### src/rtl/axis_pipe_slice_if.sv
// AXI-Stream bundle (data/keep/user/last + valid/ready) used on both sides of axis_pipe_slice.
// master drives payload and valid, slave drives ready.
interface axis_pipe_slice_if #(
    parameter int DATA_WIDTH = 32,
    parameter int USER_WIDTH = 1
);
    logic [DATA_WIDTH-1:0]   data;
    logic [DATA_WIDTH/8-1:0] keep;
    logic [USER_WIDTH-1:0]   user;
    logic                    last;
    logic                    valid;
    logic                    ready;

    modport master (
        output data, keep, user, last, valid,
        input  ready
    );

    modport slave (
        input  data, keep, user, last, valid,
        output ready
    );
endinterface

### src/rtl/axis_pipe_slice.sv
// STAGE_N-deep AXIS register slice; latency STAGE_N cycles, 1 beat/cycle; both valid and ready fully registered.
// Backpressure: each stage skids one beat (2*STAGE_N total); EN_READY=0 is a plain valid delay line. Occupancy counter: AXIS_PIPE_SLICE_OCCUPANCY_EN.
module axis_pipe_slice #(
    parameter int DATA_WIDTH = 32,
    parameter int USER_WIDTH = 1,
    parameter int STAGE_N    = 2,
    parameter int EN_READY   = 1,
    parameter int SIM_DELAY  = 1
) (
    input  logic                               clk,
    input  logic                               rst,
    input  logic                               flush,
    axis_pipe_slice_if.slave                   s_axis,
    axis_pipe_slice_if.master                  m_axis,
    output logic [$clog2(2*STAGE_N+1)-1:0]     occupancy
);
    localparam int KEEP_W = DATA_WIDTH / 8;
    localparam int PAY_W  = DATA_WIDTH + KEEP_W + USER_WIDTH + 1;
    localparam int OCC_W  = $clog2(2*STAGE_N+1);
    // Simulation-only NBA delay is not applied in this synthesizable model.
    localparam int unused_sim_delay = SIM_DELAY;

    typedef logic [PAY_W-1:0] pay_t;
    typedef enum logic [1:0] {
        ST_EMPTY = 2'b00,
        ST_BUSY  = 2'b10,
        ST_FULL  = 2'b11
    } stage_e;

    // Index k is the boundary feeding stage k; index STAGE_N is the master port.
    logic [STAGE_N:0] vld;
    logic [STAGE_N:0] rdy;
    pay_t             dat [STAGE_N+1];

    assign vld[0]       = s_axis.valid;
    assign dat[0]       = {s_axis.data, s_axis.keep, s_axis.user, s_axis.last};
    assign rdy[STAGE_N] = m_axis.ready;

    assign s_axis.ready = rdy[0];
    assign m_axis.valid = vld[STAGE_N];
    assign {m_axis.data, m_axis.keep, m_axis.user, m_axis.last} = dat[STAGE_N];

    for (genvar k = 0; k < STAGE_N; k++) begin : g_stage
        logic main_vld_q, main_vld_d;
        pay_t main_q, main_d;

        if (EN_READY != 0) begin : g_skid
            logic skid_vld_q, skid_vld_d;
            pay_t skid_q, skid_d;
            logic in_hs, out_hs;

            always_comb begin
                in_hs      = vld[k] & ~skid_vld_q;
                out_hs     = main_vld_q & rdy[k+1];
                main_vld_d = main_vld_q;
                skid_vld_d = skid_vld_q;
                main_d     = main_q;
                skid_d     = skid_q;
                case ({main_vld_q, skid_vld_q})
                    ST_EMPTY: begin
                        if (in_hs) begin
                            main_d     = dat[k];
                            main_vld_d = 1'b1;
                        end
                    end
                    ST_BUSY: begin
                        if (in_hs && out_hs) begin
                            main_d = dat[k];
                        end else if (in_hs) begin
                            skid_d     = dat[k];
                            skid_vld_d = 1'b1;
                        end else if (out_hs) begin
                            main_vld_d = 1'b0;
                        end
                    end
                    ST_FULL: begin
                        if (out_hs) begin
                            main_d     = skid_q;
                            skid_vld_d = 1'b0;
                        end
                    end
                    default: begin
                        main_vld_d = 1'b0;
                        skid_vld_d = 1'b0;
                    end
                endcase
                if (flush) begin
                    main_vld_d = 1'b0;
                    skid_vld_d = 1'b0;
                end
            end

            // Payload flops carry no reset; only the valid bits are cleared.
            always_ff @(posedge clk) begin
                if (rst) begin
                    main_vld_q <= 1'b0;
                    skid_vld_q <= 1'b0;
                end else begin
                    main_vld_q <= main_vld_d;
                    skid_vld_q <= skid_vld_d;
                end
                main_q <= main_d;
                skid_q <= skid_d;
            end

            assign rdy[k] = ~skid_vld_q;
        end else begin : g_delay
            logic unused_dn_rdy;

            always_comb begin
                main_vld_d = vld[k] & ~flush;
                main_d     = vld[k] ? dat[k] : main_q;
            end

            always_ff @(posedge clk) begin
                if (rst) begin
                    main_vld_q <= 1'b0;
                end else begin
                    main_vld_q <= main_vld_d;
                end
                main_q <= main_d;
            end

            assign rdy[k]        = 1'b1;
            assign unused_dn_rdy = rdy[k+1];
        end

        assign vld[k+1] = main_vld_q;
        assign dat[k+1] = main_q;
    end

`ifdef AXIS_PIPE_SLICE_OCCUPANCY_EN
    logic [OCC_W-1:0] occ_q, occ_d;
    logic             s_hs, m_hs;

    always_comb begin
        s_hs  = vld[0] & rdy[0];
        // Without ready the beat leaves whenever the last stage is valid.
        m_hs  = vld[STAGE_N] & (rdy[STAGE_N] | (EN_READY == 0));
        occ_d = occ_q;
        if (s_hs && !m_hs) begin
            occ_d = occ_q + OCC_W'(1);
        end else if (!s_hs && m_hs) begin
            occ_d = occ_q - OCC_W'(1);
        end
        if (flush) begin
            occ_d = '0;
        end
    end

    always_ff @(posedge clk) begin
        if (rst) begin
            occ_q <= '0;
        end else begin
            occ_q <= occ_d;
        end
    end

    assign occupancy = occ_q;
`else
    assign occupancy = '0;
`endif
endmodule

### src/flat_wrapper.sv
// flat-port wrapper written by rule: the top's interface ports become plain ports
module axis_pipe_slice_flat 
#(
    parameter int DATA_WIDTH = 32,
    parameter int USER_WIDTH = 1,
    parameter int STAGE_N    = 2,
    parameter int EN_READY   = 1,
    parameter int SIM_DELAY  = 1
)
  (clk, rst, flush, occupancy, s_axis_data, s_axis_keep, s_axis_user, s_axis_last, s_axis_valid, s_axis_ready, m_axis_data, m_axis_keep, m_axis_user, m_axis_last, m_axis_valid, m_axis_ready);
  axis_pipe_slice_if #(.DATA_WIDTH(DATA_WIDTH), .USER_WIDTH(USER_WIDTH)) s_axis_i ();
  axis_pipe_slice_if #(.DATA_WIDTH(DATA_WIDTH), .USER_WIDTH(USER_WIDTH)) m_axis_i ();
  input  logic clk;
  input  logic rst;
  input  logic flush;
  output logic [$clog2(2*STAGE_N+1)-1:0] occupancy;
  input wire logic [$bits(s_axis_i.data)-1:0] s_axis_data;
  input wire logic [$bits(s_axis_i.keep)-1:0] s_axis_keep;
  input wire logic [$bits(s_axis_i.user)-1:0] s_axis_user;
  input wire logic [$bits(s_axis_i.last)-1:0] s_axis_last;
  input wire logic [$bits(s_axis_i.valid)-1:0] s_axis_valid;
  output wire logic [$bits(s_axis_i.ready)-1:0] s_axis_ready;
  output wire logic [$bits(m_axis_i.data)-1:0] m_axis_data;
  output wire logic [$bits(m_axis_i.keep)-1:0] m_axis_keep;
  output wire logic [$bits(m_axis_i.user)-1:0] m_axis_user;
  output wire logic [$bits(m_axis_i.last)-1:0] m_axis_last;
  output wire logic [$bits(m_axis_i.valid)-1:0] m_axis_valid;
  input wire logic [$bits(m_axis_i.ready)-1:0] m_axis_ready;
  assign s_axis_i.data = s_axis_data;
  assign s_axis_i.keep = s_axis_keep;
  assign s_axis_i.user = s_axis_user;
  assign s_axis_i.last = s_axis_last;
  assign s_axis_i.valid = s_axis_valid;
  assign s_axis_ready = s_axis_i.ready;
  assign m_axis_data = m_axis_i.data;
  assign m_axis_keep = m_axis_i.keep;
  assign m_axis_user = m_axis_i.user;
  assign m_axis_last = m_axis_i.last;
  assign m_axis_valid = m_axis_i.valid;
  assign m_axis_i.ready = m_axis_ready;
  axis_pipe_slice #(.DATA_WIDTH(DATA_WIDTH), .USER_WIDTH(USER_WIDTH), .STAGE_N(STAGE_N), .EN_READY(EN_READY), .SIM_DELAY(SIM_DELAY)) u_core (.clk(clk), .rst(rst), .flush(flush), .s_axis(s_axis_i), .m_axis(m_axis_i), .occupancy(occupancy));
endmodule
### config.mk
export PLATFORM = sky130hd
export DESIGN_NAME = axis_pipe_slice_flat
export DESIGN_NICKNAME = d
export VERILOG_FILES = /design/src/rtl/axis_pipe_slice_if.sv /design/src/rtl/axis_pipe_slice.sv /design/src/flat_wrapper.sv
export SDC_FILE = /design/constraint.sdc
export NUM_CORES = 1
export LEC_CHECK = 0
export ABC_CLOCK_PERIOD_IN_PS = 3200
export BUFFER_PORTS_ARGS = -buffer_cell sky130_fd_sc_hd__buf_2
export CAP_MARGIN = 20
export CORE_MARGIN = 2
export CORE_UTILIZATION = 51
export CTS_CLUSTER_SIZE = 20
export DETAILED_ROUTE_END_ITERATION = 8
export PLACE_DENSITY = 0.74
export SLEW_MARGIN = 20
export SYNTH_ARGS = -nofsm -noshare
export SYNTH_HDL_FRONTEND = slang
export SYNTH_SLANG_ARGS = --single-unit
export TNS_END_PERCENT = 10
### constraint.sdc
create_clock -name clk -period 3.2 [get_ports clk]
set_clock_uncertainty 0.2 [all_clocks]
set_input_delay 0.64 -clock clk [delete_from_list [all_inputs] [get_ports clk]]
set_output_delay 0.64 -clock clk [all_outputs]
set_load 0.01 [all_outputs]
==> results of run 1 <==
## through the flow
step,setup slack [ns],utilization [%],std cells
after floorplan,0.143,-,269
after global placement,0.983,58.1,487
after detailed placement,0.929,58.1,487
after CTS,1.05,63.5,518
after global routing,0.920,63.5,518
final,1.07,63.5,518
## sequential cells by signal, summed over array words and instances, names as in the netlist
name	count
u_core.g_stage.main_vld_q	1
u_core.g_stage.main_q	76
u_core.m_axis.valid	1
u_core.g_stage.g_skid.skid_vld_q	2
u_core.g_stage.g_skid.skid_q	76
## critical path: cells and delay by family (launching register included)
family          cells  cell delay [ns]
flops               1             0.40
compound gates      1             0.18
buf+inv             1             0.31
simple gates        2             0.72
## cells in the final DEF (no fill, tap or decap), drive strengths merged, types with 4 or more instances in the layout
| cell | instances |
|---|---|
| edfxtp | 152 |
| buf | 89 |
| mux2 | 76 |
| clkbuf | 18 |
| inv | 7 |
| nor2 | 5 |
| o21ai | 4 |
| dfxtp | 4 |
| nand2 | 4 |
## cell families (layout without fill, tap and decap cells)
group / after synthesis / count (layout) / synth area share [%]
flops: 156 / 156 / 80.1
mux: 76 / 76 / 16.2
buf+inv: 14 / 123 / 1.92
simple gates: 13 / 13 / 1.10
compound gates: 7 / 7 / 0.690
other cells: 1 / 3 / 0.0646
## per-layer routing
layer,track usage (%),vias up,wire [um]
li1,-,1249,-
met1,17.5,1268,3580
met2,24.6,90,4360
met3,4.43,8,427
met4,6.33,0,140
met5,0,-,0
## final timing paths
check / depth (start not counted) / startpoint / slack [ns] / end
worst min register to register: 0 / u_core.g_stage[0].main_q[29] / 0.25 / u_core.g_stage[1].g_skid.skid_q[29]
worst min-delay path: 1 / s_axis_data[5] / 0.22 / u_core.g_stage[0].g_skid.skid_q[11]
worst max-delay path: 4 / u_core.g_stage[1].g_skid.skid_vld_q / 1.07 / u_core.g_stage[0].main_q[34]
worst max register to register: 4 / u_core.g_stage[1].g_skid.skid_vld_q / 1.07 / u_core.g_stage[0].main_q[34]
## power by group through the flow
stage          Sequential, uW  Clock [uW]  Combinational, uW
2_1_floorplan            2360           0               68.2
3_5_place_dp             2350           0                137
5_1_grt                  2310        2100                149
3_3_place_gp             2350           0                133
4_1_cts                  2310        2020                138
6_report                 2310        1970                136
## final cells by class
class                   instances  area share, %
flip-flops and latches        156           66.6
multi-input cells              99           15.6
clock buffers                  18           6.15
inverters                       3          0.161
well taps                     140           2.51
clock inverters                13           2.37
repair buffers                 89           6.64
==> impl_metrics.tcl, run 1 <==
set metrics [dict create \
    critPathRequiredTime_ns 3.10 \
    yosys.cell_types.count 18 \
    power_leakage_uw 0.00256 \
    routabilityCongestion 0.710 \
    finalHoldWorstSlack_ns 0.220 \
    finalSetupTns_ns 0 \
    layout.area.seq_um2 4640 \
    setup_viol 0 \
    worstMarginPinSlew_ns 0.966 \
    avgViaCountPerCell 5.05 \
    report.final.hold_viol_count 0 \
    clock-root-buffer "sky130_fd_sc_hd__clkbuf_16" \
    synth.area.top_cells "sky130_fd_sc_hd__edfxtp_1 79%, sky130_fd_sc_hd__mux2_2 10%, sky130_fd_sc_hd__mux2_4 5.7%" \
    synth.most_common_cell "sky130_fd_sc_hd__edfxtp_1" \
    crit_path_end_kind "flop" \
    synth.cell_area_um2 5800 \
    synth_seq_cells 156 \
    final_min_period_over_clock_period_pct 66.4 \
    total_switching_power_uw 826 \
    place.port_buffers 82 \
    period_needed_ns 2.13 \
    worst_skew_pair.late_latency_ns 0.40 \
    number_of_instances_in_the_synthesized_netlist 267 \
    synth.yosys.warnings 0 \
    pwr-share-seq_pct 52.3 \
    switching_share_pct 18.7 \
    hold_buffers 0 \
    ioPinCount 86 \
    maxSlewViolCount 0 \
    max-vdd-ir-drop_mv 0.318 \
    most_frequent_cells_after_synthesis "152 x sky130_fd_sc_hd__edfxtp_1, 53 x sky130_fd_sc_hd__mux2_2, 22 x sky130_fd_sc_hd__mux2_4" \
    cts_post_setup_buffers_inserted 0 \
    netlist.top_cell.by_area "sky130_fd_sc_hd__edfxtp_1" \
    floorplan.die_area_um2 12200 \
    synth_edf_count 152 \
    post-layout-total-power_uw 4420 \
    fmax_ghz 0.470 \
    cpMaxStageDelayCell "sky130_fd_sc_hd__nor2_4" \
    crit_type "reg -> reg" \
    layout.nets 409 \
    grt_start_max_net_pins 39 \
    routed_length_per_placed_instance_um 16.4 \
    drt_first_pass_iters 4 \
    finalInstanceArea_um2 6980 \
    slew_headroom_pct 35.3 \
    final_layout_size_suffix_gt1_share_pct 52.6 \
    global_route_wire_length_before_repair_mm 13.6 \
    synth_top_flop_cell "sky130_fd_sc_hd__edfxtp_1" \
    multiInputGateArea_um2 1090 \
    cellInternalPower_uw 3590 \
    combinationalPowerShare_pct 3.1 \
    critical_path.startpoint_type "flop" \
    cts.sink_count 156 \
    clock_transition_at_the_registers_of_the_reported_paths_ns 0.06 \
    async_reset_ff_share_pct 0 \
    worst-endpoint-arrival_ns 2.03 \
    synth_area_per_cell_um2 21.7 \
    die_h_um 111 \
    dpl_cell_area_um2 6380 \
    detailed_place_hpwl_mm 5.46 \
    outcome "finished, final reports clean" \
    yosys.area.top_type_share_pct 78.7 \
    floorplan.initialDensity_pct 52.8 \
    grt.total_usage_pct 14.6 \
    critPathMaxStageDelay_ns 0.52 \
    placement_rows 38 \
    unrepaired_setup_endpoints_after_global_routing "false" \
    max-cap-violations 0 \
    first_global_vias 2737 \
    antennaDiodeCount 0 \
    core_area_um2 11000 \
    die_width_um 111 \
    detailed_route_wl_mm 8.51 \
    grt_antenna_before_repair 0 \
    power_frac_clock_pct 44.6 \
    antenna_violating_nets_post_route 0 \
    fill_cells 743 \
    gr-total-overflow 0 \
    buffers_from_clock_root_to_sink_at_most 2 \
    synth_sequential_area_ratio_pct 80.1 \
    postCtsResizedCells 0 \
    p_per_area_nw_per_um2 634 \
    critPathMaxFanout 21 \
    cts_made_buffers 17 \
    holdCritPathClass "in -> reg" \
    drt_drc 0 \
    h-tree-depth 4 \
    critical_path.cell_chain "nand2_1 > o21ai_0 > nor2_4 > buf_4" \
    total_via_count_after_detailed_routing 2615 \
    clock_tree_from_tritoncts "done" \
    area_growth_syn_to_layout_pct 20.2 \
    dr.first_iter.drc_count 93 \
]
Note: power is estimated with default switching activity, not from simulation.
==> run 2, diff against run 1 <==
--- a/config.mk
+++ b/config.mk
@@ -5,14 +5,14 @@
 export SDC_FILE = /design/constraint.sdc
 export NUM_CORES = 1
 export LEC_CHECK = 0
-export ABC_CLOCK_PERIOD_IN_PS = 3200
+export ABC_CLOCK_PERIOD_IN_PS = 2000
 export BUFFER_PORTS_ARGS = -buffer_cell sky130_fd_sc_hd__buf_2
 export CAP_MARGIN = 20
 export CORE_MARGIN = 2
-export CORE_UTILIZATION = 51
+export CORE_UTILIZATION = 56
 export CTS_CLUSTER_SIZE = 20
 export DETAILED_ROUTE_END_ITERATION = 8
-export PLACE_DENSITY = 0.74
+export PLACE_DENSITY = 0.78
 export SLEW_MARGIN = 20
 export SYNTH_ARGS = -nofsm -noshare
 export SYNTH_HDL_FRONTEND = slang
==> constraint.sdc (replaced) <==
create_clock -name clk -period 2 [get_ports clk]
set_clock_uncertainty 0.2 [all_clocks]
set_input_delay 0.4 -clock clk [delete_from_list [all_inputs] [get_ports clk]]
set_output_delay 0.4 -clock clk [all_outputs]
set_load 0.01 [all_outputs]
==> impl_metrics.tcl, run 2 (same netlist as run 1, synthesis figures left out) <==
set metrics [dict create \
    holdCritPathClass "in -> reg" \
    clock-root-buffer "sky130_fd_sc_hd__clkbuf_8" \
    report.final.hold_viol_count 0 \
    max-cap-violations 0 \
    critical_path.cell_chain "nand2_2 > buf_4 > mux2_4" \
    critical_path.n_buffers_inverters 1 \
    detailed_place_hpwl_mm 5.37 \
    final_util_pct 73.4 \
    core_area_um2 10200 \
    die_width_um 106 \
    cpMaxStageDelayCell "sky130_fd_sc_hd__dfxtp_1" \
    worst_path_dominant_cell_family "flip-flops" \
    cts.sink_count 156 \
    power_leakage_uw 0.00278 \
    avgViaCountPerCell 5.19 \
    grt_start_max_net_pins 39 \
    outcome "finished, final reports clean" \
    unrepaired_setup_endpoints_after_global_routing "false" \
    clock_tree_from_tritoncts "done" \
    setup_viol 0 \
    gr-total-overflow 0 \
    critPathMaxStageDelay_ns 0.50 \
    period_needed_ns 1.77 \
    maxSlewViolCount 0 \
    max-vdd-ir-drop_mv 0.606 \
    finalInstanceArea_um2 7470 \
    global_route_wire_length_before_repair_mm 15.3 \
    detailed_route_wl_mm 9.80 \
    final_layout_size_suffix_gt1_share_pct 47.6 \
    h-tree-depth 4 \
    ioPinCount 86 \
    total_via_count_after_detailed_routing 2886 \
    critical_path.startpoint_type "flop" \
    first_global_vias 3057 \
    cts_made_buffers 17 \
    worst_skew_pair.late_latency_ns 0.51 \
    layout.nets 451 \
    antenna_violating_nets_post_route 0 \
    fmax_ghz 0.565 \
    area_growth_syn_to_layout_pct 28.8 \
    drt_drc 0 \
    fill_cells 625 \
    crit_type "reg -> reg" \
    cts_post_setup_buffers_inserted 0 \
    place.port_buffers 82 \
    drt_first_pass_iters 4 \
    buffers_from_clock_root_to_sink_at_most 2 \
    clock_transition_at_the_registers_of_the_reported_paths_ns 0.06 \
    critPathMaxFanout 8 \
    grt.total_usage_pct 18.6 \
    layout.cells.most_common_list "152 x sky130_fd_sc_hd__edfxtp_1, 82 x sky130_fd_sc_hd__buf_2, 53 x sky130_fd_sc_hd__mux2_2" \
    placement_rows 37 \
    dpl_cell_area_um2 6450 \
    die_h_um 106 \
    floorplan.die_area_um2 11200 \
    routabilityCongestion 0.705 \
    timing.final.ws_setup_ns 0.230 \
    critPathRequiredTime_ns 2.05 \
    p_per_area_nw_per_um2 977 \
    floorplan.initialDensity_pct 57.0 \
    grt_antenna_before_repair 0 \
    leading_cell_type_in_the_layout_fill_and_taps_excluded "sky130_fd_sc_hd__edfxtp_1" \
    crit_path_end_kind "flop" \
    antennaDiodeCount 0 \
    routed_length_per_placed_instance_um 17.6 \
    finalSetupTns_ns 0 \
    final_min_period_over_clock_period_pct 88.5 \
    setup_slack_placement_ns 0.197 \
    worst-endpoint-arrival_ns 1.82 \
    dr.first_iter.drc_count 230 \
    reg.largest.list "u_core.g_stage.g_skid.skid_q (76), u_core.g_stage.main_q (76), u_core.g_stage.g_skid.skid_vld_q (2)" \
]
run 2: metal layers:
metal	track usage, %	wire length (um)	vias to the layer above
met2	29.6	4820	108
met1	24.0	4280	1429
met5	0	0	-
met4	7.71	189	0
met3	5.81	511	18
li1	-	-	1331
run 2: worst paths after layout:
kind / from / endpoint / slack [ns] / cells after the start
setup / recovery: u_core.g_stage[1].g_skid.skid_vld_q / u_core.g_stage[1].main_q[14] / 0.23 / 3
hold / removal: s_axis_valid / u_core.g_stage[0].main_vld_q / 0.06 / 3
hold reg to reg: u_core.g_stage[0].main_q[27] / u_core.g_stage[1].g_skid.skid_q[27] / 0.25 / 0
setup reg to reg: u_core.g_stage[1].g_skid.skid_vld_q / u_core.g_stage[1].main_q[14] / 0.23 / 3
run 2: report_power, final:
| group | leakage (uW) | internal (uW) | switching (uW) | total, uW |
|---|---|---|---|---|
| Clock | 0.000302 | 2130 | 1180 | 3310 |
| Sequential | 0.00144 | 3670 | 31.0 | 3700 |
| Combinational | 0.00105 | 172 | 117 | 289 |
| Total | 0.00278 | 5970 | 1330 | 7300 |
run 2: final cells by class:
cell class              count  area (um2)  area share [%]
clock buffers              18         418            5.59
repair buffers            131         943            12.6
inverters                   3        11.3           0.151
multi-input cells          99        1090            14.5
flip-flops and latches    156        4640            62.1
well taps                 136         170            2.28
clock inverters            13         199            2.66
run 2: timing repair:
| action | in CTS | in global routing |
|---|---|---|
| setup endpoints to repair | 0 | 0 |
| endpoints found under the hold margin | 61 | 0 |
| hold buffers | 41 | 0 |
| gates resized for setup | 0 | 0 |
run 2: worst register-to-register path: stages (launching register included):
cell,delay (ns)
sky130_fd_sc_hd__dfxtp_1,0.50
sky130_fd_sc_hd__nand2_2,0.24
sky130_fd_sc_hd__buf_4,0.25
sky130_fd_sc_hd__mux2_4,0.32
run 2: through the flow:
stage                     power [uW]  hold slack [ns]  instances
after CTS                       7360           0.0400        556
after floorplan                 3880            0.220        269
after global routing            7510           0.0712        556
after global placement          3980            0.234        484
final                           7300           0.0640        556
after detailed placement        3990            0.231        484
==> run 3, diff against run 2 <==
--- a/config.mk
+++ b/config.mk
@@ -6,7 +6,7 @@
 export NUM_CORES = 1
 export LEC_CHECK = 0
 export ABC_CLOCK_PERIOD_IN_PS = 2000
-export BUFFER_PORTS_ARGS = -buffer_cell sky130_fd_sc_hd__buf_2
+export BUFFER_PORTS_ARGS = -buffer_cell sky130_fd_sc_hd__buf_4
 export CAP_MARGIN = 20
 export CORE_MARGIN = 2
 export CORE_UTILIZATION = 56
==> impl_metrics.tcl, run 3 (same netlist as run 1, synthesis figures left out) <==
set metrics [dict create \
    outcome "finished, final reports clean" \
    period_needed_ns 1.78 \
    final_util_pct 75.7 \
    critPathRequiredTime_ns 2.07 \
    clock_transition_at_the_registers_of_the_reported_paths_ns 0.06 \
    finalSetupTns_ns 0 \
    place.port_buffers 82 \
    area_growth_syn_to_layout_pct 32.9 \
    hold_buffers 41 \
    cts_post_setup_buffers_inserted 0 \
    clock-root-buffer "sky130_fd_sc_hd__clkbuf_8" \
    routabilityCongestion 0.688 \
    worst_skew_pair.late_latency_ns 0.53 \
    power_leakage_uw 0.00286 \
    detailed_place_hpwl_mm 5.85 \
    finalHoldWorstSlack_ns 0.0491 \
    worst-endpoint-arrival_ns 1.85 \
    unrepaired_setup_endpoints_after_global_routing "false" \
    maxSlewViolCount 0 \
    cts_made_buffers 17 \
    p_per_area_nw_per_um2 952 \
    core_area_um2 10200 \
    routed_length_per_placed_instance_um 18.2 \
    postCtsResizedCells 0 \
    report.final.hold_viol_count 0 \
    fill_cells 590 \
    reg.largest.list "u_core.g_stage.g_skid.skid_q (76), u_core.g_stage.main_q (76), u_core.g_stage.g_skid.skid_vld_q (2)" \
    detailed_route_wl_mm 10.1 \
    drt_first_pass_iters 6 \
    fmax_ghz 0.561 \
    drt_drc 0 \
    setup_viol 0 \
    final_layout_size_suffix_gt1_share_pct 47.5 \
    die_h_um 106 \
    dr.first_iter.drc_count 123 \
    h-tree-depth 4 \
    grt_antenna_before_repair 0 \
    avgViaCountPerCell 5.12 \
    final_min_period_over_clock_period_pct 89.1 \
    antenna_violating_nets_post_route 0 \
    layout.cells.most_common_list "152 x sky130_fd_sc_hd__edfxtp_1, 84 x sky130_fd_sc_hd__buf_4, 53 x sky130_fd_sc_hd__mux2_2" \
    buffers_from_clock_root_to_sink_at_most 2 \
    crit_type "reg -> reg" \
    cts.sink_count 156 \
    first_global_vias 3037 \
    grt.total_usage_pct 19.3 \
    clock_tree_from_tritoncts "done" \
    floorplan.die_area_um2 11200 \
    finalInstanceArea_um2 7710 \
    dpl_cell_area_um2 6680 \
    layout.nets 452 \
    holdCritPathClass "in -> reg" \
    critical_path.startpoint_type "flop" \
    leading_cell_type_in_the_layout_fill_and_taps_excluded "sky130_fd_sc_hd__edfxtp_1" \
    critPathMaxFanout 18 \
    crit_path_end_kind "flop" \
    post-layout-total-power_uw 7340 \
    floorplan.initialDensity_pct 57.0 \
    total_via_count_after_detailed_routing 2851 \
    antennaDiodeCount 0 \
    max-vdd-ir-drop_mv 0.574 \
    grt_start_max_net_pins 39 \
    ioPinCount 86 \
    gr-total-overflow 0 \
    max-cap-violations 0 \
    global_route_wire_length_before_repair_mm 15.7 \
    die_width_um 106 \
    placement_rows 37 \
]
## run 3: critical path, cell delays in order (launching register included)
cell and delay (ns):
sky130_fd_sc_hd__dfxtp_1 0.51, sky130_fd_sc_hd__nand2_2 0.26, sky130_fd_sc_hd__buf_12 0.25, sky130_fd_sc_hd__mux2_4 0.30
## run 3: report_power, final
group          internal, uW  switching [uW]  total, uW  leakage (uW)
Clock                  2130            1190       3320      0.000292
Sequential             3670            33.6       3700       0.00144
Combinational           205             121        326       0.00113
Total                  6000            1340       7340       0.00286
## run 3: per-layer routing
layer,vias up,track usage [%],part of all wire [%]
met4,0,8.08,1.6
met2,79,33.2,53
met3,17,5.07,3.9
li1,1330,-,-
met5,-,0,0
met1,1425,23.2,42
## run 3: metrics by stage
stage / instances / setup slack, ns
floorplan: 269 / -0.208
global placement: 485 / 0.242
detailed placement: 485 / 0.199
CTS: 557 / 0.213
global route: 557 / 0.158
finish: 557 / 0.218
## run 3: path summary, 6_finish.rpt
path | start | endpoint | slack (ns) | cells after the start
setup / recovery | u_core.g_stage[1].g_skid.skid_vld_q | u_core.g_stage[1].main_q[18] | 0.22 | 3
setup reg to reg | u_core.g_stage[1].g_skid.skid_vld_q | u_core.g_stage[1].main_q[18] | 0.22 | 3
hold / removal | s_axis_valid | u_core.g_stage[0].main_vld_q | 0.05 | 3
hold reg to reg | u_core.g_stage[0].main_q[37] | u_core.g_stage[1].g_skid.skid_q[37] | 0.25 | 0
## run 3: area by class of cell
class                   count  area [um2]  area share, %
clock buffers              18         418           5.42
well taps                 136         170           2.21
multi-input cells          99        1090           14.1
inverters                   3        11.3          0.146
clock inverters            13         199           2.58
flip-flops and latches    156        4640           60.2
repair buffers            132        1180           15.3
